## config.mk

```make
export PLATFORM = sky130hd
export DESIGN_NAME = ctrl_subrutinas
export DESIGN_NICKNAME = d
export VERILOG_FILES = /design/src/rtl/ctrl_subrutinas.sv
export SDC_FILE = /design/constraint.sdc
export NUM_CORES = 1
export LEC_CHECK = 0
export CAP_MARGIN = 20
export CORE_MARGIN = 2
export CORE_UTILIZATION = 38
export DETAILED_ROUTE_END_ITERATION = 6
export PLACE_DENSITY_LB_ADDON = 0.15
export SLEW_MARGIN = 20
export SYNTH_ARGS = -nofsm -noshare
export SYNTH_HDL_FRONTEND = slang
export SYNTH_SLANG_ARGS = --single-unit
```

## constraint.sdc

```tcl
create_clock -name clk -period 3.2 [get_ports clk]
set_input_delay 0.96 -clock clk [delete_from_list [all_inputs] [get_ports clk]]
set_output_delay 0.96 -clock clk [all_outputs]
set_load 0.1 [all_outputs]
```

## src/rtl/ctrl_subrutinas.sv

```systemverilog
// ctrl_subrutinas: call/ret/interrupt sequencer driving the return-address stack.
// Tracks its own stack depth so illegal push/pop never reach the stack.
module ctrl_subrutinas #(
  parameter int ADDR_W = 10,
  parameter int DEPTH = 16,
  parameter int NUM_IRQ = 4,
  parameter logic [ADDR_W-1:0] VEC_BASE = 10'h3F0
) (
  input  logic              clk,
  input  logic              reset,
  input  logic [ADDR_W-1:0] pc_actual,
  input  logic              is_call,
  input  logic              is_ret,
  input  logic              is_reti,
  input  logic              is_ei,
  input  logic              is_di,
  input  logic [ADDR_W-1:0] call_dest,
  input  logic [NUM_IRQ-1:0] irq,
  input  logic [ADDR_W-1:0] pila_out,
  input  logic              pila_underflow,
  input  logic              pila_overflow,
  output logic              push,
  output logic              pop,
  output logic              interrupt,
  output logic [ADDR_W-1:0] pila_pc,
  output logic [1:0]        pc_sel,
  output logic [ADDR_W-1:0] pc_dest,
  output logic [NUM_IRQ-1:0] irq_ack,
  output logic              ie,
  output logic              halt,
  output logic [1:0]        err_code
);
  localparam int DW = $clog2(DEPTH + 1);
  localparam int IW = NUM_IRQ > 1 ? $clog2(NUM_IRQ) : 1;
  localparam logic [DW-1:0] DMAX = DW'(DEPTH);
  typedef enum logic [1:0] {RUN, ISR, FALLO} state_t;
  state_t state, state_n;
  logic [DW-1:0] depth, depth_n;
  logic [NUM_IRQ-1:0] pending, irq_q;
  logic [IW-1:0] idx;
  logic [1:0] err_n;
  logic ie_n, take;
  always_ff @(posedge clk or negedge reset)
    if (!reset) begin
      state <= RUN;
      depth <= '0;
      pending <= '0;
      irq_q <= '0;
      ie <= 1'b0;
      err_code <= 2'b00;
    end else begin
      state <= state_n;
      depth <= depth_n;
      pending <= (pending & ~irq_ack) | (irq & ~irq_q);
      irq_q <= irq;
      ie <= ie_n;
      err_code <= err_n;
    end
  // lowest index wins
  always_comb begin
    idx = '0;
    for (int i = NUM_IRQ - 1; i >= 0; i--) if (pending[i]) idx = IW'(i);
  end
  assign take = ie && |pending && state == RUN && depth < DMAX;
  assign halt = state == FALLO;
  // outputs are gated by reset so an in-flight strobe drops the instant reset asserts
  always_comb begin
    push = 1'b0;
    pop = 1'b0;
    interrupt = 1'b0;
    pila_pc = '0;
    pc_sel = 2'b00;
    pc_dest = '0;
    irq_ack = '0;
    state_n = state;
    depth_n = depth;
    ie_n = ie;
    err_n = err_code;
    if (reset && state != FALLO) begin
      if (take) begin
        push = 1'b1;
        pila_pc = pc_actual;
        pc_sel = 2'b11;
        pc_dest = VEC_BASE + ADDR_W'(idx);
        irq_ack = NUM_IRQ'(1) << idx;
        ie_n = 1'b0;
        state_n = ISR;
        depth_n = depth + 1'b1;
      end else if (is_call) begin
        if (depth == DMAX) begin
          state_n = FALLO;
          err_n = 2'b01;
        end else begin
          push = 1'b1;
          pila_pc = pc_actual;
          pc_sel = 2'b01;
          pc_dest = call_dest;
          depth_n = depth + 1'b1;
        end
      end else if (is_ret) begin
        if (depth == '0) begin
          state_n = FALLO;
          err_n = 2'b10;
        end else begin
          pop = 1'b1;
          pc_sel = 2'b10;
          pc_dest = pila_out;
          depth_n = depth - 1'b1;
        end
      end else if (is_reti) begin
        if (state == ISR && depth != '0) begin
          pop = 1'b1;
          interrupt = 1'b1;
          pc_sel = 2'b10;
          pc_dest = pila_out;
          ie_n = 1'b1;
          state_n = RUN;
          depth_n = depth - 1'b1;
        end else begin
          state_n = FALLO;
          err_n = 2'b10;
        end
      end else if (is_ei || is_di) ie_n = !is_di;
      if (pila_overflow || pila_underflow) begin
        state_n = FALLO;
        err_n = 2'b11;
      end
    end
  end
endmodule

```

Word-level counts from Yosys, hierarchy flattened. Cells that the tools add are included.

Flip-flop bits (word level): 18. Latch bits: 0. RAM bits: 0. Memory bits (read-only): 0. Input bits: 43. Output and inout port bits: 33. Word-level logic and storage cells: 121. Memories: 0.

Add/sub/neg operators: 3. Multipliers: 0. Divide/modulo/power cells: 0. Order comparisons: 1. Equal/unequal tests: 15. Shifts and indexed selects: 1. Mux-type cells: 69. Bitwise gates (word level): 5. Reductions and logical operators: 21.

Operators by type and width (count): 10-bit two-way mux (12); 2-bit two-way mux (26); 5-bit two-way mux (7); 1-bit two-way mux (22); 4-bit nonzero test (3); 5-bit AND reduction (2); 5-bit nonzero test (2); 4-bit bitwise AND (2); 4-bit two-way mux (2); 4-bit NOT (2); 5-bit by 3-bit adder with 6-bit output (first input constant) (1); 2-bit by 1-bit inequality test with 1-bit output (second input constant) (3); 3-bit by 1-bit inequality test with 1-bit output (second input constant) (2); 6-bit AND reduction (1); 5-bit by 1-bit adder with 5-bit output (second input constant) (1); 5-bit == test (second input constant) (1); 1-bit logical AND (5); 5-bit zero test (1); 5-bit less-than comparator (second input constant) (1); 5-bit by 2-bit inequality test with 1-bit output (second input constant) (1); 5-bit by 1-bit subtractor with 5-bit output (second input constant) (1); 4-bit by 1-bit inequality test with 1-bit output (second input constant) (1); 4-bit by 2-bit inequality test with 1-bit output (second input constant) (1); 4-bit by 3-bit inequality test with 1-bit output (second input constant) (1); other kinds (13) (14).

Depth between registers and ports, before layout.
Word-level depth: 10. Gate-level depth with buffers: 8. Mapped depth without buffers: 7.

Worst setup path after synthesis. No wires, ideal clock.

Path kind: reg-to-output. Start point: register ie. End point: output port irq_ack[3]. Arrival time: 3.602 ns. Data required time: 2.240 ns. Slack: -1.362 ns. Stages on the path, launching flop included: 4. Path buffers: 0. Cells stage by stage: dfrtp_1 > nor4b_4 > nand2_1 > nor3_1.

Cells in the longest elaborated chain, start to end: 5.

RTL lines: from (decl) (RTL line 29) `output logic ie,`; from (signal assigned) (RTL line 56) `ie <= ie_n;`; 1-bit logical AND (3 in a row) (RTL line 64) `assign take = ie && |pending && state == RUN && depth < DMAX;`; 4-bit two-way mux (RTL line 80) `if (take) begin`; 4-bit two-way mux (RTL line 79) `if (reset && state != FALLO) begin`; to (decl) (RTL line 28) `output logic [NUM_IRQ-1:0] irq_ack,`.

No other way between the ends.

Worst setup path in the final report.
Start point: register depth[1]. End point: output port pc_dest[7].

Cells in the longest elaborated chain, start to end: 8. Elaborated cells between the ends (all ways): 14. Classes of those cells: order compare (1); eq/ne (1); mux (8); reduce/logical (4).

RTL lines: from (decl) (RTL line 38) `logic [DW-1:0] depth, depth_n;`; from (signal assigned) (RTL line 53) `depth <= depth_n;`; 5-bit nonzero test (RTL line 111) `if (state == ISR && depth != '0) begin`; 1-bit logical AND (RTL line 111); 10-bit two-way mux (RTL line 111); 10-bit two-way mux (RTL line 110) `end else if (is_reti) begin`; 10-bit two-way mux (RTL line 100) `end else if (is_ret) begin`; 10-bit two-way mux (RTL line 89) `end else if (is_call) begin`; 10-bit two-way mux * (RTL line 80); 10-bit two-way mux * (RTL line 79); to (decl) (RTL line 27) `output logic [ADDR_W-1:0] pc_dest,`.

Mark *: on every way between the ends. The rest lies on a longest branch, timed or not.

==> metrics.txt <==
hold path cells=1; worst path bufs/invs=4; Post-synth EDFFs=0; final critical-path required period=between 3000 and 4000 ps; final worst setup slack=-184.7 ps; worst hold path class=flop to flop; met1 Resource Use GR=about two fifths; Pwr Density=597.5 nW/um^2; initial DRC count=just over 100; Total Die Area=around 4000 sq um; Final setup viols=8; CP Depth=10; DRC errors left=0; Max Clock Skew=between 6 and 7 ps; IO Pins=76; Root Buffer=clkbuf_4; CTS clk-pin slew, worst paths=100 ps; synthesized area per cell=8.402 sq um; Fillers=about 120; post-synth top area cell=dfrtp_1; DRT antenna net count=0; register area share after synthesis=33.93%; Max Clk Rate=a little under 300 MHz; r2r worst-path depth=8; count of final hold-check violations=0; DIE WIDTH=between 60 and 70 um; clock buffer depth=2; die height=around 63 um; ys flop type=dfrtp_1; vias post-DR=about 1,800; max-cap violations=0; met2 Use GR=a little under three fifths; Detailed Place HPWL=between 4000 and 5000 um; PortBufs=between 70 and 80; final core occ=roughly nine tenths; Commonest cells post-synth=nor2_1, dfrtp_1, and2_1, inv_1, o21ai_0; Final period util=105.8%; Switching Power=just over 0.9 mW; vias in the first global route=around 1,800; antenna violations before repair=0; Syn Inst Count=roughly 160; placed instance count=about 300; top-count cell post-synth=nor2_1; CTS tree=done; status=complete, but fails checks; #FFs+latches synth=18; hold_buf cts=0; Slew headroom=approximately 50%; crit path DAT=2420 ps; Nets=316; synth top area cells=dfrtp_1, nor2_1, and2_1; Clk Latency, worst-skew pair=around 290 ps; placed inst area=roughly 2800 sq um; busiest grt layer=met2; drt pass-1 iters=4; CP Class=flop to output port; synthesis-to-layout area growth=127.9%; fin cells=around 320; violated checks=setup timing; Cell Rows=21; synth warn=0; RSZ-0062 raised after global routing=yes; worst-margin pin slew=~740 ps; Total Wirelength=7262 um; WL/cell=22.98 um; worst vdd ir=0.5205 mV; Core ar.=3337 sq um; slowest stage delay, CP=510 ps; mapped cell area=1328 sq um; Clock Sinks=18; largest net degree at the start of global routing=13; slowest CP cell=or4b_4; Setup TNS Final=-1015 ps; Seq pwr share=19.4%; DR vias/cell=approximately 5.8; Worst EP required=2240 ps; Syn Nets=203; Critical Path Fanout Max=6; Yosys top cell area share=33.93%; cell family with most CP delay=simple AND/OR/NAND/NOR gates; global-route wire length before repair=about 10,000 um; crit start category=flop; internal power=0.8735 mW; Clk network pwr share=under 10%; TritonCTS Buffers=3; diode count=0; hold_ws=about 430 ps; Net Sw Frac=just over 50%; final design area excluding fillers=3025 sq um; worst path cell trace=inv_2 > ha_4 > or4b_4 > o21ai_4 > nor2_4 > buf_6 > a221oi_2 > buf_4 > nor2_4 > buf_12; gpl congestion=approximately 0.84; Synth async-reset ratio=between 90% and 100%; Worst path most repeated cell=nor2_4; Logic pwr share=between 70 and 80%; Starting Density=39.78%; max-slew violations=0; GRT Total Usage=between 30% and 40%; gr ovfl total=0; Setup crit end kind=output port; Synth cell types=40; M3 GR Usage=under 10%; share of cells above drive strength 1=between 40% and 50%; Leakage=around 1.2 nW; H-tree depth=1
## what timing repair did
item / 4_1_cts / 5_1_grt
resized for setup: 23 / 15
endpoints found under the hold margin: 0 / 0
endpoints found under the setup margin: 27 / 23
buffers inserted: 5 / 5
gates cloned: 1 / 0
pin swaps: 3 / 3
## worst paths after layout
path	from	endpoint	slack (ps)
worst max-delay path	depth[1]$_DFFE_PN0P_	pc_dest[7]	-180
worst max register to register	depth[1]$_DFFE_PN0P_	err_code[1]$_DFFE_PN0P_	860
worst min-delay path	irq_q[1]$_DFF_PN0_	pending[1]$_DFF_PN0_	430
min in group asynchronous	reset	pending[3]$_DFF_PN0_	830
max in group asynchronous	reset	err_code[1]$_DFFE_PN0P_	2170
worst min register to register	irq_q[1]$_DFF_PN0_	pending[1]$_DFF_PN0_	430
## routing by layer
metal | vias up | routed length, um | part of all wire (%)
met5 | - | 0 | 0
li1 | 784 | - | -
met3 | 43 | 603 | 8.3
met1 | 877 | 2785 | 38
met4 | 0 | 369 | 5.1
met2 | 125 | 3504 | 48
## cells in the final DEF, fill, tap and decap left out, drive strengths merged, types with 2 or more instances in the layout
| master | n |
|---|---|
| ha | 2 |
| nor2b | 3 |
| mux2i | 3 |
| a22o | 2 |
| nand2 | 10 |
| nor4b | 2 |
| o21ai | 12 |
| dfrtp | 18 |
| a221oi | 8 |
| clkbuf | 5 |
| dlygate4sd2 | 2 |
| nor2 | 23 |
| nand2b | 3 |
| buf | 74 |
| nor3 | 6 |
| and2 | 14 |
| or3 | 2 |
| a21oi | 7 |
| xnor2 | 4 |
| nand3 | 4 |
| a22oi | 2 |
| inv | 12 |
| clkdlybuf4s50 | 38 |
## sequential cells by signal, summed over array words and instances (netlist names)
signal	cells
state	2
err_code	2
pending	4
irq_q	4
depth	5
ie	1
## power by group through the flow
stage,Combinational (mW),Clock (mW),Sequential (mW)
2_1_floorplan,0.657,0,0.416
3_3_place_gp,1.10,0,0.343
3_5_place_dp,1.13,0,0.352
4_1_cts,1.23,0.143,0.341
5_1_grt,1.36,0.149,0.354
6_report,1.32,0.138,0.350
## worst reg2reg max path: cells and delay by family, from the launching register on
kind	cells	cell delay [ps]
adder cells (fa/ha/maj)	1	140
AO/OA/AOI/OAI	3	710
multiplexers	1	240
flip-flops	1	410
AND/OR/NAND/NOR	1	510
buffers and inverters	2	260
## metrics by stage
stage	power, mW	worst slack, ps
final	1.808	-184.7
after global routing	1.866	-235.1
after CTS	1.713	-112.6
after detailed placement	1.486	-476.7
after global placement	1.439	-341.6
after floorplan	1.072	10.81
## logic make-up (layout without fill, tap and decap cells)
| family | count (synthesis) | after routing | share of synthesized area, % |
|---|---|---|---|
| AOI/OAI and AO/OA | 38 | 38 | 21.21 |
| and+or+nand+nor | 73 | 73 | 31.10 |
| muxes | 4 | 4 | 3.110 |
| xor gates and xnor gates | 4 | 4 | 2.639 |
| adders and majority gates | 2 | 2 | 1.885 |
| DFF | 18 | 18 | 33.93 |
| buffers and inverters | 19 | 131 | 6.126 |
## area by class of cell
class | instances | area (sq um) | share of cell area [%]
well taps | 46 | 57.56 | 1.902
inverters | 12 | 45.04 | 1.489
multi-input cells | 121 | 1075 | 35.53
clock buffers | 4 | 36.28 | 1.199
flip-flops and latches | 18 | 452.9 | 14.97
repair buffers | 115 | 1359 | 44.91
Note: power is estimated with default switching activity, not from simulation.
